`src/rtl/matrix_scan_pkg.sv`:
```
// Shared types for the keyboard matrix scanner: scan FSM states and queued key events.
package matrix_scan_pkg;

  // Wide enough for matrices up to 256 keys; the engine uses the low bits only.
  localparam int unsigned EVT_IDX_W = 8;

  typedef enum logic [1:0] {
    SETTLE,
    SCAN_COL,
    ADVANCE
  } scan_state_e;

  typedef struct packed {
    logic [EVT_IDX_W-1:0] index;
    logic                 press;
  } key_evt_t;

endpackage

```
`src/rtl/matrix_event_fifo.sv`:
```
// First-word-fall-through key event queue; head holds the last popped entry while empty.
module matrix_event_fifo
  import matrix_scan_pkg::*;
#(
  parameter int unsigned DEPTH = 4
) (
  input  logic     clk,
  input  logic     rst_n,
  input  logic     push,
  input  key_evt_t data,
  input  logic     pop,
  output logic     valid,
  output logic     full,
  output key_evt_t head
);

  localparam int unsigned AW = (DEPTH > 1) ? $clog2(DEPTH) : 1;

  key_evt_t        mem [DEPTH];
  key_evt_t        last_evt;
  logic [AW:0]     wr_ptr;
  logic [AW:0]     rd_ptr;
  logic            empty;
  logic            pop_fire;
  logic            wr_en;

  assign empty    = (wr_ptr == rd_ptr);
  assign full     = (wr_ptr[AW-1:0] == rd_ptr[AW-1:0]) && (wr_ptr[AW] != rd_ptr[AW]);
  assign pop_fire = pop && !empty;
  // A push into a full queue is still accepted when the head leaves in the same cycle.
  assign wr_en    = push && (!full || pop_fire);

  always_ff @(posedge clk) begin
    if (!rst_n) begin
      wr_ptr   <= '0;
      rd_ptr   <= '0;
      last_evt <= '0;
    end else begin
      if (wr_en) begin
        mem[wr_ptr[AW-1:0]] <= data;
        wr_ptr              <= wr_ptr + (AW+1)'(1);
      end
      if (pop_fire) begin
        last_evt <= mem[rd_ptr[AW-1:0]];
        rd_ptr   <= rd_ptr + (AW+1)'(1);
      end
    end
  end

  assign valid = !empty;
  assign head  = empty ? last_evt : mem[rd_ptr[AW-1:0]];

endmodule

```
`src/rtl/matrix_scan_engine.sv`:
```
// Keyboard matrix scanner with per-key debounce and an event queue.
// MATRIX_SCAN_RELEASE_EVT_EN: when defined, release events are queued as well as presses.
module matrix_scan_engine
  import matrix_scan_pkg::*;
#(
  parameter int unsigned ROWS           = 4,
  parameter int unsigned COLS           = 4,
  parameter int unsigned SCAN_DIV       = 12000,
  parameter int unsigned DEBOUNCE_SCANS = 4,
  parameter int unsigned FIFO_DEPTH     = 4,
  localparam int unsigned IW            = $clog2(ROWS*COLS)
) (
  input  logic                 clk,
  input  logic                 rst_n,
  input  logic [COLS-1:0]      col_in,
  output logic [ROWS-1:0]      row_out,
  output logic                 evt_valid,
  input  logic                 evt_ready,
  output logic [IW-1:0]        evt_index,
  output logic                 evt_press,
  output logic [ROWS*COLS-1:0] key_state,
  output logic                 overflow
);

  localparam int unsigned KEYS = ROWS * COLS;
  localparam int unsigned RW   = (ROWS > 1) ? $clog2(ROWS) : 1;
  localparam int unsigned CW   = (COLS > 1) ? $clog2(COLS) : 1;
  localparam int unsigned SW   = (SCAN_DIV > 1) ? $clog2(SCAN_DIV) : 1;
  localparam int unsigned DW   = $clog2(DEBOUNCE_SCANS + 1);

  scan_state_e     state, state_next;
  logic [RW-1:0]   row;
  logic [CW-1:0]   col;
  logic [SW-1:0]   settle_cnt;
  logic [COLS-1:0] col_meta, col_sync;
  logic [KEYS-1:0] keys;
  logic [DW-1:0]   deb_cnt [KEYS];

  logic [IW-1:0]   idx;
  logic            sample, differ, decide, enq, pop, fifo_full;
  key_evt_t        evt, head;

  always_comb begin
    state_next = state;
    case (state)
      SETTLE:   if (settle_cnt == SW'(SCAN_DIV - 1)) state_next = SCAN_COL;
      SCAN_COL: if (col == CW'(COLS - 1)) state_next = ADVANCE;
      ADVANCE:  state_next = SETTLE;
      default:  state_next = SETTLE;
    endcase
  end

  always_ff @(posedge clk) begin
    if (!rst_n) begin
      state      <= SETTLE;
      row        <= '0;
      col        <= '0;
      settle_cnt <= '0;
      col_meta   <= '0;
      col_sync   <= '0;
    end else begin
      col_meta <= col_in;
      col_sync <= col_meta;
      state    <= state_next;
      case (state)
        SETTLE: begin
          settle_cnt <= (state_next == SCAN_COL) ? '0 : settle_cnt + SW'(1);
          col        <= '0;
        end
        SCAN_COL: col <= col + CW'(1);
        ADVANCE:  row <= (row == RW'(ROWS - 1)) ? '0 : row + RW'(1);
        default:  col <= '0;
      endcase
    end
  end

  always_comb begin
    idx    = IW'(32'(row) * COLS + 32'(col));
    sample = col_sync[col];
    differ = (sample != keys[idx]);
    decide = (state == SCAN_COL) && differ &&
             ((deb_cnt[idx] + DW'(1)) == DW'(DEBOUNCE_SCANS));
`ifdef MATRIX_SCAN_RELEASE_EVT_EN
    enq    = decide;
`else
    enq    = decide && sample;
`endif
    evt       = '0;
    evt.index = EVT_IDX_W'(idx);
    evt.press = sample;
  end

  always_ff @(posedge clk) begin
    if (!rst_n) begin
      keys <= '0;
      for (int unsigned k = 0; k < KEYS; k++) deb_cnt[k] <= '0;
    end else if (state == SCAN_COL) begin
      if (!differ) begin
        deb_cnt[idx] <= '0;
      end else if (decide) begin
        deb_cnt[idx] <= '0;
        keys[idx]    <= sample;
      end else begin
        deb_cnt[idx] <= deb_cnt[idx] + DW'(1);
      end
    end
  end

  matrix_event_fifo #(
    .DEPTH (FIFO_DEPTH)
  ) u_fifo (
    .clk   (clk),
    .rst_n (rst_n),
    .push  (enq),
    .data  (evt),
    .pop   (evt_ready),
    .valid (evt_valid),
    .full  (fifo_full),
    .head  (head)
  );

  assign pop       = evt_valid && evt_ready;
  assign overflow  = enq && fifo_full && !pop;
  assign row_out   = ROWS'(1) << row;
  assign key_state = keys;
  assign evt_index = head.index[IW-1:0];

`ifdef MATRIX_SCAN_RELEASE_EVT_EN
  assign evt_press = head.press;
  logic unused_head;
  assign unused_head = ^head.index[EVT_IDX_W-1:IW];
`else
  assign evt_press = 1'b1;
  logic unused_head;
  assign unused_head = ^{head.index[EVT_IDX_W-1:IW], head.press};
`endif

endmodule

```
`config.mk`:
```
export PLATFORM = sky130hd
export DESIGN_NAME = matrix_scan_engine
export DESIGN_NICKNAME = d
export VERILOG_FILES = /design/src/rtl/matrix_scan_pkg.sv /design/src/rtl/matrix_event_fifo.sv /design/src/rtl/matrix_scan_engine.sv
export SDC_FILE = /design/constraint.sdc
export NUM_CORES = 1
export LEC_CHECK = 0
export ABC_AREA = 1
export BUFFER_PORTS_ARGS = -buffer_cell sky130_fd_sc_hd__buf_2
export CAP_MARGIN = 20
export CORE_UTILIZATION = 40
export DETAILED_ROUTE_END_ITERATION = 16
export SLEW_MARGIN = 30
export SYNTH_ARGS = -nofsm -noshare
export SYNTH_HDL_FRONTEND = slang
export SYNTH_SLANG_ARGS = --single-unit
```
`constraint.sdc`:
```
create_clock -name clk -period 5.4 [get_ports clk]
set_input_delay 0.54 -clock clk [delete_from_list [all_inputs] [get_ports clk]]
set_output_delay 0.54 -clock clk [all_outputs]
set_load 0.005 [all_outputs]
```
==> results by group, run 1 <==
Cells and area
  • Area grow syn2layout: 13.7%
  • Storage cell area: 3040 sq um
  • Most frequent cells in the layout: nand2_1 (109), nor2_1 (103), nand3_1 (65)
  • Commonest non-fill, non-tap cell in the layout: nand2_1
  • Filler cell count: 1334
  • Multi-input logic area: 2380 sq um
  • Final net count: 699
  • Ant diodes: 0
  • Design area: 6630 sq um
  • Layout cells sized above 1: 14.1%

Drt
  • First-pass DRT Iterations: 4
  • Drt drc: 0
  • Vias: 4594
  • Wire per inst: 16.5 um
  • Avg Vias per Cell: 5.29
  • Initial DRC count: 354
  • WL final: 14.3 mm
  • Post-route ant nets: 0

Timing
  • Final Cycle Share: 74.3%
  • Slew HR: 37.9%
  • Setup Skew: 0.00698 ns
  • Max Clock Freq: 249 MHz
  • Setup TNS: 0 ns
  • Unrepaired setup endpoints after global routing: no
  • Endpoints failing setup: 0
  • Final number of hold-violating endpoints: 0
  • Final Slew Violations: 0
  • Worst slew pin tran: 0.929 ns
  • Minimum clock period: 4.01 ns

Power and ir drop
  • Combinational power share: 4.0%
  • Clk pwr share: 50.8%
  • Power share of the sequential group: 45.2%
  • Sw power: 0.000475 W
  • Power Density: 333 nW/um^2
  • Peak VDD IR: 0.000192 V
  • Sw frac: 21.5%
  • LEAKAGE: 2.53 nW
  • P_int: 0.00173 W

Critical path
  • Setup CP Type: reg2reg
  • Register-to-register setup slack: 1.39 ns
  • Setup crit start kind: flop
  • Crit path cell chain: inv_2 > o21ai_0 > o221ai_1 > nand3_1 > nand2_1 > ha_1 > nand3_4 > nand3_4 > nor2_4 > nand3_2 > nor3b_1
  • Required @ worst endpoint: 5.45 ns
  • Arr. time, crit path: 4.06 ns
  • Setup crit end kind: flop
  • Slowest CP cell: dfxtp_1
  • Slowest stage delay, CP: 0.85 ns
  • Delay-heaviest family, CP: simple AND/OR/NAND/NOR gates
  • CP Buf/Inv Count: 1
  • CP max FO: 31
  • Most common cell type on the critical path: nand3_4

Yosys
  • Warnings from Yosys: 0
  • Mapped Nets: 680
  • Synth top area share: 33.0%
  • EDFF count, synth: 64
  • FFs w/ async S/R, synth: 0%
  • Flops & latches, synth: 120
  • Largest cells by area after synthesis: edfxtp_1 (33%), dfxtp_1 (19%), nand2_1 (7.0%)
  • Register area share after synthesis: 52.2%
  • Distinct cells, synth: 41
  • Syn avg cell area: 8.87 sq um
  • Main flop type after synthesis: edfxtp_1
  • Dominant cell type by area after synthesis: edfxtp_1
  • Gate count of the mapped netlist: 657
  • Cell Area, Synth: 5830 sq um

Job
  • Maxcap violations: 0

CTS
  • Root Buffer: clkbuf_16
  • Hold_buf cts: 0
  • Post_cts resized: 0
  • CTS Buf Count: 17
  • Setup bufs post-CTS: 0
  • Skew-Pair Late Insertion Delay: 0.42 ns
  • CTS H-tree lvls: 4
  • Clock Pin Slew Worst Setup and Hold Paths: 0.05 ns
  • TritonCTS clock tree: done
  • Deepest clock path buffer count: 2
  • CTS sink cnt: 120

Die
  • Row cnt: 43
  • Die Y: 123 um
  • DIE AREA: 15100 sq um
  • Core area: 14000 sq um
  • I/O pins: 34
  • Initial core utilization: 41.5%
  • Die W: 123 um

Global route
  • GR Overflow Total: 0
  • Largest net degree at the start of global routing: 45
  • Global-route wire length before repair: 22.8 mm
  • Vias in the first global route: 4162
  • Initial antenna violation count: 0
  • Total track usage: 20.5%

Worst hold path
  • Min-Delay Path Class: in2reg

Place
  • Port Buf Inserts: 32
  • Routability-driven placement congestion ratio: 0.848
  • Placement Cell Area: 6040 sq um
  • Post-DP HPWL: 9.59 mm

Outcome
  • Status: finished clean
-- cell type report --
class                           count  area share [%]
Sequential cell                   120            45.9
Multi-Input combinational cell    448            35.9
Clock buffer                       17            6.42
Tap cell                          180            3.40
Timing Repair Buffer               38            3.10
Inverter                           51            2.89
Clock inverter                     15            2.42
-- logic make-up after synthesis --
logic type      share of synthesized area [%]
flops                                    52.2
xor+xnor                                 1.35
fa+ha+maj                                3.43
buf+inv                                  6.98
other cells                            0.0643
mux                                     0.773
compound gates                           7.58
simple gates                             27.6
-- path summary, 6_finish.rpt --
check | cells past startpoint | to | start
worst max-delay path | 11 | u_fifo.mem[3][4] | col[1]
worst min-delay path | 3 | col_meta[3] | col_in[3]
worst min register to register | 2 | col_sync[1] | col_meta[1]
worst max register to register | 11 | u_fifo.mem[3][4] | col[1]
-- per-stage QoR --
step / std cells / hold slack [ns] / total power, W / setup slack, ns / util [%]
floorplan: 657 / 0.390 / 0.00107 / 2.40 / -
global placement: 837 / 0.417 / 0.00110 / 1.60 / 43.0
detailed placement: 837 / 0.413 / 0.00110 / 1.41 / 43.0
CTS: 869 / 0.311 / 0.00222 / 1.39 / 47.2
global route: 869 / 0.320 / 0.00228 / 1.03 / 47.2
finish: 869 / 0.314 / 0.00220 / 1.39 / 47.2
-- registers in the layout, summed over array words and instances, names as in the netlist, named ones only --
name	flops
col_sync	4
u_fifo.rd_ptr	3
col	2
state	2
settle_cnt	14
u_fifo.last_evt	4
key_state	16
deb_cnt	48
u_fifo.mem	16
row	2
u_fifo.wr_ptr	3
col_meta	4
-- synth_stat cells (4+ instances only) --
master	n
xor2_1	7
a21oi_1	27
edfxtp_1	64
nor3_1	9
inv_1	47
ha_1	16
nand2_2	4
nor2_1	103
nand4_1	18
nor3b_1	5
nand3_1	65
buf_2	12
o21ai_0	35
dfxtp_1	56
nor2_4	11
mux2_2	4
nand3_2	4
clkbuf_1	18
o221ai_1	6
o22ai_1	7
nand2_1	109
-- worst reg2reg max path: stages (launching register included) --
cell and delay, ns:
dfxtp_1 0.85, inv_2 0.35, o21ai_0 0.20, o221ai_1 0.14
nand3_1 0.09, nand2_1 0.09, ha_1 0.25, nand3_4 0.12
nand3_4 0.11, nor2_4 0.52, nand3_2 0.29, nor3b_1 0.62
-- power groups by stage --
stage	Combinational (W)	Sequential, W	Clock, W
after floorplan	0.0000655	0.00101	0
after global placement	0.0000847	0.00101	0
after detailed placement	0.0000876	0.00101	0
after CTS	0.0000886	0.000996	0.00114
after global routing	0.000100	0.000998	0.00118
final	0.0000873	0.000996	0.00112
-- per-layer routing --
metal	global-route usage (%)	share of wire [%]	vias to the layer above
li1	-	-	2253
met1	28.4	47	2173
met2	30.4	45	151
met3	5.11	6.0	17
met4	8.16	2.3	0
met5	0	0	-
Power figures use the tool's default switching activity.
==> run 2: changes to the inputs <==
clock period = 3.6 ns   (was 5.4 ns; I/O delays follow)
==> run 2 against run 1 <==
Clock power rose by 53%; hold slack worse by 0.19 ns; final area grew 1.2%; die area did not move; final cell count grew 0.69%; sequential power increased by 50%; critical endpoint is now overflow; largest power group unchanged; wire length increased by 0.45%; first-iteration DRC count down 23%; clock skew increased by 0.0051 ns; utilization increased by 0.54 points; register-to-register slack lost 0.91 ns; highest routed layer unchanged.
==> results by group, run 2 (synthesis gave the netlist of run 1 again) <==
Outcome
  • Status: finished clean

Die
  • Die W: 123 um (unchanged)
  • DIE AREA: 15100 sq um (unchanged)
  • Die Y: 123 um (unchanged)
  • Core area: 14000 sq um (unchanged)
  • Initial core utilization: 41.5% (unchanged)
  • I/O pins: 34 (unchanged)
  • Row cnt: 43 (unchanged)

Timing
  • Final Cycle Share: 88.0%
  • Endpoints failing setup: 0 (unchanged)
  • Slew HR: 57.7% (+20 points)
  • Final Worst Setup Slack: 0.433 ns (-0.957 ns)
  • Final number of hold-violating endpoints: 0 (unchanged)
  • Setup Skew: 0.0121 ns (+0.00514 ns)
  • Max Clock Freq: 316 MHz
  • Unrepaired setup endpoints after global routing: no
  • Minimum clock period: 3.17 ns
  • Worst slew pin tran: 0.629 ns (-0.300 ns)
  • Final Slew Violations: 0 (unchanged)
  • Setup TNS: 0 ns (unchanged)

Drt
  • Avg Vias per Cell: 5.34 (+1.0%)
  • Vias: 4673 (+1.7%)
  • Drt drc: 0 (unchanged)
  • Post-route ant nets: 0 (unchanged)
  • First-pass DRT Iterations: 5 (+1)
  • Initial DRC count: 273 (-23%)
  • Met1 WL: 6.51 mm (-2.2%)
  • Wire per inst: 16.4 um (-0.23%)
  • Top layer reached by signal wires: met4
  • WL final: 14.4 mm (+0.45%)
  • WL met2: 6.72 mm (+4.2%)
  • WL met3: 947 um (+10%)

Cells and area
  • Final net count: 705 (+0.86%)
  • Max reg flops: 48 (unchanged)
  • Filler cell count: 1332 (-0.15%)
  • Commonest non-fill, non-tap cell in the layout: nand2_1
  • Register bank with the most flops: deb_cnt
  • Most frequent cells in the layout: nand2_1 (109), nor2_1 (103), nand3_1 (65)
  • Fin cells: 875 (+0.69%)
  • Area grow syn2layout: 15.0%
  • Design area: 6710 sq um (+1.2%)
  • Ant diodes: 0 (unchanged)
  • Layout cells sized above 1: 15.4% (+1.3 points)

Critical path
  • Worst r2r src: col[1]
  • CP max FO: 16 (-48%)
  • CP endpoint: overflow
  • Register-to-register setup slack: 0.48 ns (-0.91 ns)
  • Setup crit start kind: flop
  • Setup CP Type: reg2out
  • Worst-case reg-to-reg path depth: 12 (+1)
  • Setup crit end kind: output port
  • Crit path from: col[1]
  • Required @ worst endpoint: 3.24 ns (-2.21 ns)
  • Crit Reg-Reg Endpoint: u_fifo.mem[3][1]
  • Arr. time, crit path: 2.81 ns (-1.25 ns)

Place
  • Setup WS pre-CTS: 0.487 ns (-0.921 ns)
  • DP Cell Count: 843 (+0.72%)
  • Port Buf Inserts: 32 (unchanged)
  • Post-DP HPWL: 9.66 mm (+0.74%)
  • Placement Cell Area: 6100 sq um (+0.95%)
  • Routability-driven placement congestion ratio: 0.892 (+5.2%)

CTS
  • CTS sink cnt: 120 (unchanged)
  • TritonCTS clock tree: done
  • Deepest clock path buffer count: 2 (unchanged)
  • CTS H-tree lvls: 4 (unchanged)
  • Root Buffer: clkbuf_16
  • Skew-Pair Late Insertion Delay: 0.42 ns (about the same)
  • CTS Buf Count: 17 (unchanged)
  • Clock Pin Slew Worst Setup and Hold Paths: 0.05 ns (about the same)

Job
  • Maxcap violations: 0 (unchanged)

Worst hold path
  • WHS Path Cells: 3 (unchanged)
  • Min-Delay Path Class: in2reg

Global route
  • GR Overflow Total: 0 (unchanged)
  • Vias in the first global route: 4514 (+8.5%)
  • Initial antenna violation count: 0 (unchanged)
  • Global-route wire length before repair: 23.5 mm (+2.9%)
  • Total track usage: 21.0% (+0.52 points)
  • Largest net degree at the start of global routing: 39 (-13%)

Power and ir drop
  • LEAKAGE: 2.58 nW (+1.9%)
  • Power Density: 498 nW/um^2 (+50%)
  • Power after layout: 0.00334 W (+52%)
  • Peak VDD IR: 0.000308 V (+60%)
## run 2: cell type report
cell class | count | area [sq um] | area share (%)
clock inverters | 13 | 153 | 2.28
repair buffers | 44 | 263 | 3.92
multi-input cells | 448 | 2380 | 35.6
well taps | 180 | 225 | 3.36
inverters | 51 | 194 | 2.89
clock buffers | 19 | 443 | 6.61
flip-flops and latches | 120 | 3040 | 45.4
## run 2: through the flow
stage | hold slack [ns] | util (%)
2_1_floorplan | 0.390 | -
3_3_place_gp | 0.412 | 43.4
3_5_place_dp | 0.405 | 43.4
4_1_cts | 0.119 | 47.7
5_1_grt | 0.135 | 47.8
6_report | 0.128 | 47.8
## run 2: how the worst min path moves through the flow
stage | endpoint | slack [ns] | start
global route | col_meta[1] | 0.14 | col_in[1]
CTS | col_meta[0] | 0.12 | col_in[0]
global placement | col_sync[1] | 0.41 | col_meta[1]
floorplan | col_sync[0] | 0.39 | col_meta[0]
detailed placement | col_sync[1] | 0.41 | col_meta[1]
finish | col_meta[2] | 0.13 | col_in[2]
## run 2: timing repair
item | CTS | global route
setup buffers | 0 | 0
endpoints found under the hold margin | 0 | 0
resized for setup | 0 | 3
hold buffers | 0 | 0
setup endpoints to repair | 0 | 1
## run 2: worst max-delay path, cell delays in order, from the launching register on
cell and delay [ns]:
dfxtp_1 0.50, buf_4 0.30, o21ai_0 0.13, o221ai_1 0.21, o211ai_1 0.13, nand2_1 0.12
ha_1 0.21, inv_1 0.09, nand2_4 0.10, nand3_4 0.10, nor4_2 0.30, buf_2 0.18
## run 2: layer usage
metal | up-vias | GRT usage [%]
li1 | 2270 | -
met2 | 161 | 33.4
met3 | 16 | 4.93
met4 | 0 | 8.77
met5 | - | 0
met1 | 2226 | 27.3
## run 2: report_power, final
| group | switching (W) | total (W) | internal, W |
|---|---|---|---|
| logic | 0.0000858 | 0.000136 | 0.0000499 |
| clock network | 0.000613 | 0.00171 | 0.00110 |
| registers | 0.0000208 | 0.00149 | 0.00147 |
==> run 3: changes to the inputs <==
==> constraint.sdc (replaced) <==
create_clock -name clk -period 3.6 [get_ports clk]
set_input_delay 0.36 -clock clk [delete_from_list [all_inputs] [get_ports clk]]
set_output_delay 0.36 -clock clk [all_outputs]
set_load 0.01 [all_outputs]
==> run 3 against run 2 <==
Worst setup slack lost 0.027 ns; final area fell by 0.99%; highest routed layer unchanged; sequential cell count is the same; largest power group unchanged; register-to-register slack gained 0.09 ns; largest cell class unchanged; clock-buffer cell count grew 1; via count down 0.32%; critical path depth did not move; sequential share of layout area rose by 0.45 points; clock power down 9%.
==> results by group, run 3 (synthesis gave the netlist of run 1 again) <==
Drt
  • First-pass DRT Iterations: 5 (unchanged)
  • Wire per inst: 16.2 um (-1.1%)
  • Initial DRC count: 422 (+55%)
  • Vias: 4658 (-0.32%)
  • WL final: 14.2 mm (-1.2%)
  • Drt drc: 0 (unchanged)
  • Avg Vias per Cell: 5.33 (-0.21%)
  • Post-route ant nets: 0 (unchanged)

Critical path
  • CP max FO: 43 (+27)
  • Slowest stage delay, CP: 0.39 ns (-0.11 ns)
  • Required @ worst endpoint: 3.24 ns (about the same)
  • Setup CP Type: reg2out
  • Arr. time, crit path: 2.83 ns (+0.02 ns)
  • Delay-heaviest family, CP: simple AND/OR/NAND/NOR gates
  • Worst path depth: 11 (unchanged)
  • Setup crit end kind: output port
  • Setup crit start kind: flop
  • Slowest CP cell: buf_4
  • Worst-case reg-to-reg path depth: 12 (unchanged)
  • CP Buf/Inv Count: 3 (unchanged)
  • Crit path cell chain: buf_4 > o21ai_0 > o22ai_1 > o211ai_1 > nand2_1 > ha_1 > inv_1 > nand2_4 > nand3_4 > nor4_2 > buf_2

Die
  • DIE AREA: 15100 sq um (unchanged)
  • Core area: 14000 sq um (unchanged)
  • Row cnt: 43 (unchanged)
  • Initial core utilization: 41.5% (unchanged)
  • Die Y: 123 um (unchanged)
  • Die W: 123 um (unchanged)
  • I/O pins: 34 (unchanged)

Global route
  • GR Overflow Total: 0 (unchanged)
  • Total track usage: 20.8% (-0.18 points)
  • Initial antenna violation count: 0 (unchanged)
  • Largest net degree at the start of global routing: 44 (+13%)
  • Vias in the first global route: 4509 (-0.11%)
  • Global-route wire length before repair: 23.1 mm (-1.6%)

Power and ir drop
  • Power share of the sequential group: 46.8% (+2.1 points)
  • Power Density: 481 nW/um^2 (-3.4%)
  • Peak VDD IR: 0.000286 V (-6.9%)
  • Sw power: 0.000672 W (-6.6%)
  • Combinational power share: 4.3% (+0.2 points)
  • Sw frac: 21.0% (-0.51 points)
  • LEAKAGE: 2.55 nW (-1.2%)
  • Clk pwr share: 48.9% (-2.3 points)
  • P_int: 0.00252 W (-3.8%)

Place
  • DP Cell Count: 843 (unchanged)
  • Routability-driven placement congestion ratio: 0.915 (+2.5%)
  • Post-DP HPWL: 9.76 mm (+1.0%)
  • Port Buf Inserts: 32 (unchanged)

CTS
  • CTS H-tree lvls: 4 (unchanged)
  • Hold_buf cts: 0 (unchanged)
  • Deepest clock path buffer count: 2 (unchanged)
  • Root Buffer: clkbuf_16
  • Setup bufs post-CTS: 0 (unchanged)
  • Clock Pin Slew Worst Setup and Hold Paths: 0.05 ns (about the same)
  • CTS sink cnt: 120 (unchanged)
  • TritonCTS clock tree: done
  • Post_cts resized: 0 (unchanged)
  • CTS Buf Count: 17 (unchanged)
  • Skew-Pair Late Insertion Delay: 0.41 ns (about the same)

Cells and area
  • Layout cells sized above 1: 14.7% (-0.70 points)
  • Max reg flops: 48 (unchanged)
  • Register bank with the most flops: deb_cnt
  • Final net count: 705 (unchanged)
  • Fin cells: 874 (-0.11%)
  • Area grow syn2layout: 13.9%
  • Most frequent cells in the layout: nand2_1 (109), nor2_1 (103), nand3_1 (65)
  • Ant diodes: 0 (unchanged)
  • Commonest non-fill, non-tap cell in the layout: nand2_1

Timing
  • Final number of hold-violating endpoints: 0 (unchanged)
  • Slew HR: 58.8% (+1.1 points)
  • Setup TNS: 0 ns (unchanged)
  • Final Cycle Share: 88.7% (+0.76 points)
  • Minimum clock period: 3.19 ns (+0.0272 ns)
  • Setup Skew: 0.00829 ns (-0.00384 ns)
  • Endpoints failing setup: 0 (unchanged)
  • Final Slew Violations: 0 (unchanged)
  • Worst slew pin tran: 0.618 ns (-0.0113 ns)
  • Max Clock Freq: 313 MHz (-0.85%)
  • Unrepaired setup endpoints after global routing: no

Worst hold path
  • Min-Delay Path Class: in2reg
  • WHS Path Cells: 3 (unchanged)

Outcome
  • Status: finished clean

Job
  • Maxcap violations: 0 (unchanged)
## run 3: worst paths after layout
check                   start          endpoint  slack (ns)
setup reg to reg       col[0]  u_fifo.mem[0][3]        0.57
setup / recovery       col[0]          overflow        0.41
hold reg to reg   col_meta[3]       col_sync[3]        0.43
hold / removal      col_in[2]       col_meta[2]        0.14
## run 3: power by group through the flow
stage	clock [W]	combinational [W]	sequential, W
final	0.00156	0.000138	0.00150
after global routing	0.00165	0.000157	0.00150
after CTS	0.00159	0.000139	0.00150
after detailed placement	0	0.000138	0.00152
after global placement	0	0.000133	0.00152
after floorplan	0	0.000103	0.00151
## run 3: metal layers
metal | up-vias | global-route usage (%) | share of wire (%)
met5 | - | 0 | 0
li1 | 2269 | - | -
met3 | 30 | 5.53 | 7.3
met1 | 2171 | 26.2 | 44
met2 | 188 | 33.2 | 46
met4 | 0 | 9.68 | 2.9
## run 3: worst reg2reg max path: cells and delay by family (launching register included)
kind,cells,cell delay (ns)
AOI/OAI and AO/OA,3,0.51
adders and majority gates,1,0.21
buffers and inverters,2,0.48
DFF,1,0.33
and+or+nand+nor,6,1.13
## run 3: stage by stage
stage / setup slack, ns / instance area [sq um] / utilization (%) / power, W / hold WS, ns
2_1_floorplan: 0.596 / 5830 / - / 0.00161 / 0.390
3_3_place_gp: 0.683 / 6090 / 43.4 / 0.00166 / 0.408
3_5_place_dp: 0.576 / 6090 / 43.4 / 0.00166 / 0.409
4_1_cts: 0.192 / 6630 / 47.2 / 0.00323 / 0.135
5_1_grt: 0.124 / 6640 / 47.3 / 0.00331 / 0.136
6_report: 0.406 / 6640 / 47.3 / 0.00319 / 0.144
## run 3: area by class of cell
class / count / area [sq um]
Clock buffer: 20 / 437
Clock inverter: 11 / 108
Fill cell: 1340 / 7400
Inverter: 51 / 191
Multi-Input combinational cell: 448 / 2380
Sequential cell: 120 / 3040
Tap cell: 180 / 225
Timing Repair Buffer: 44 / 250
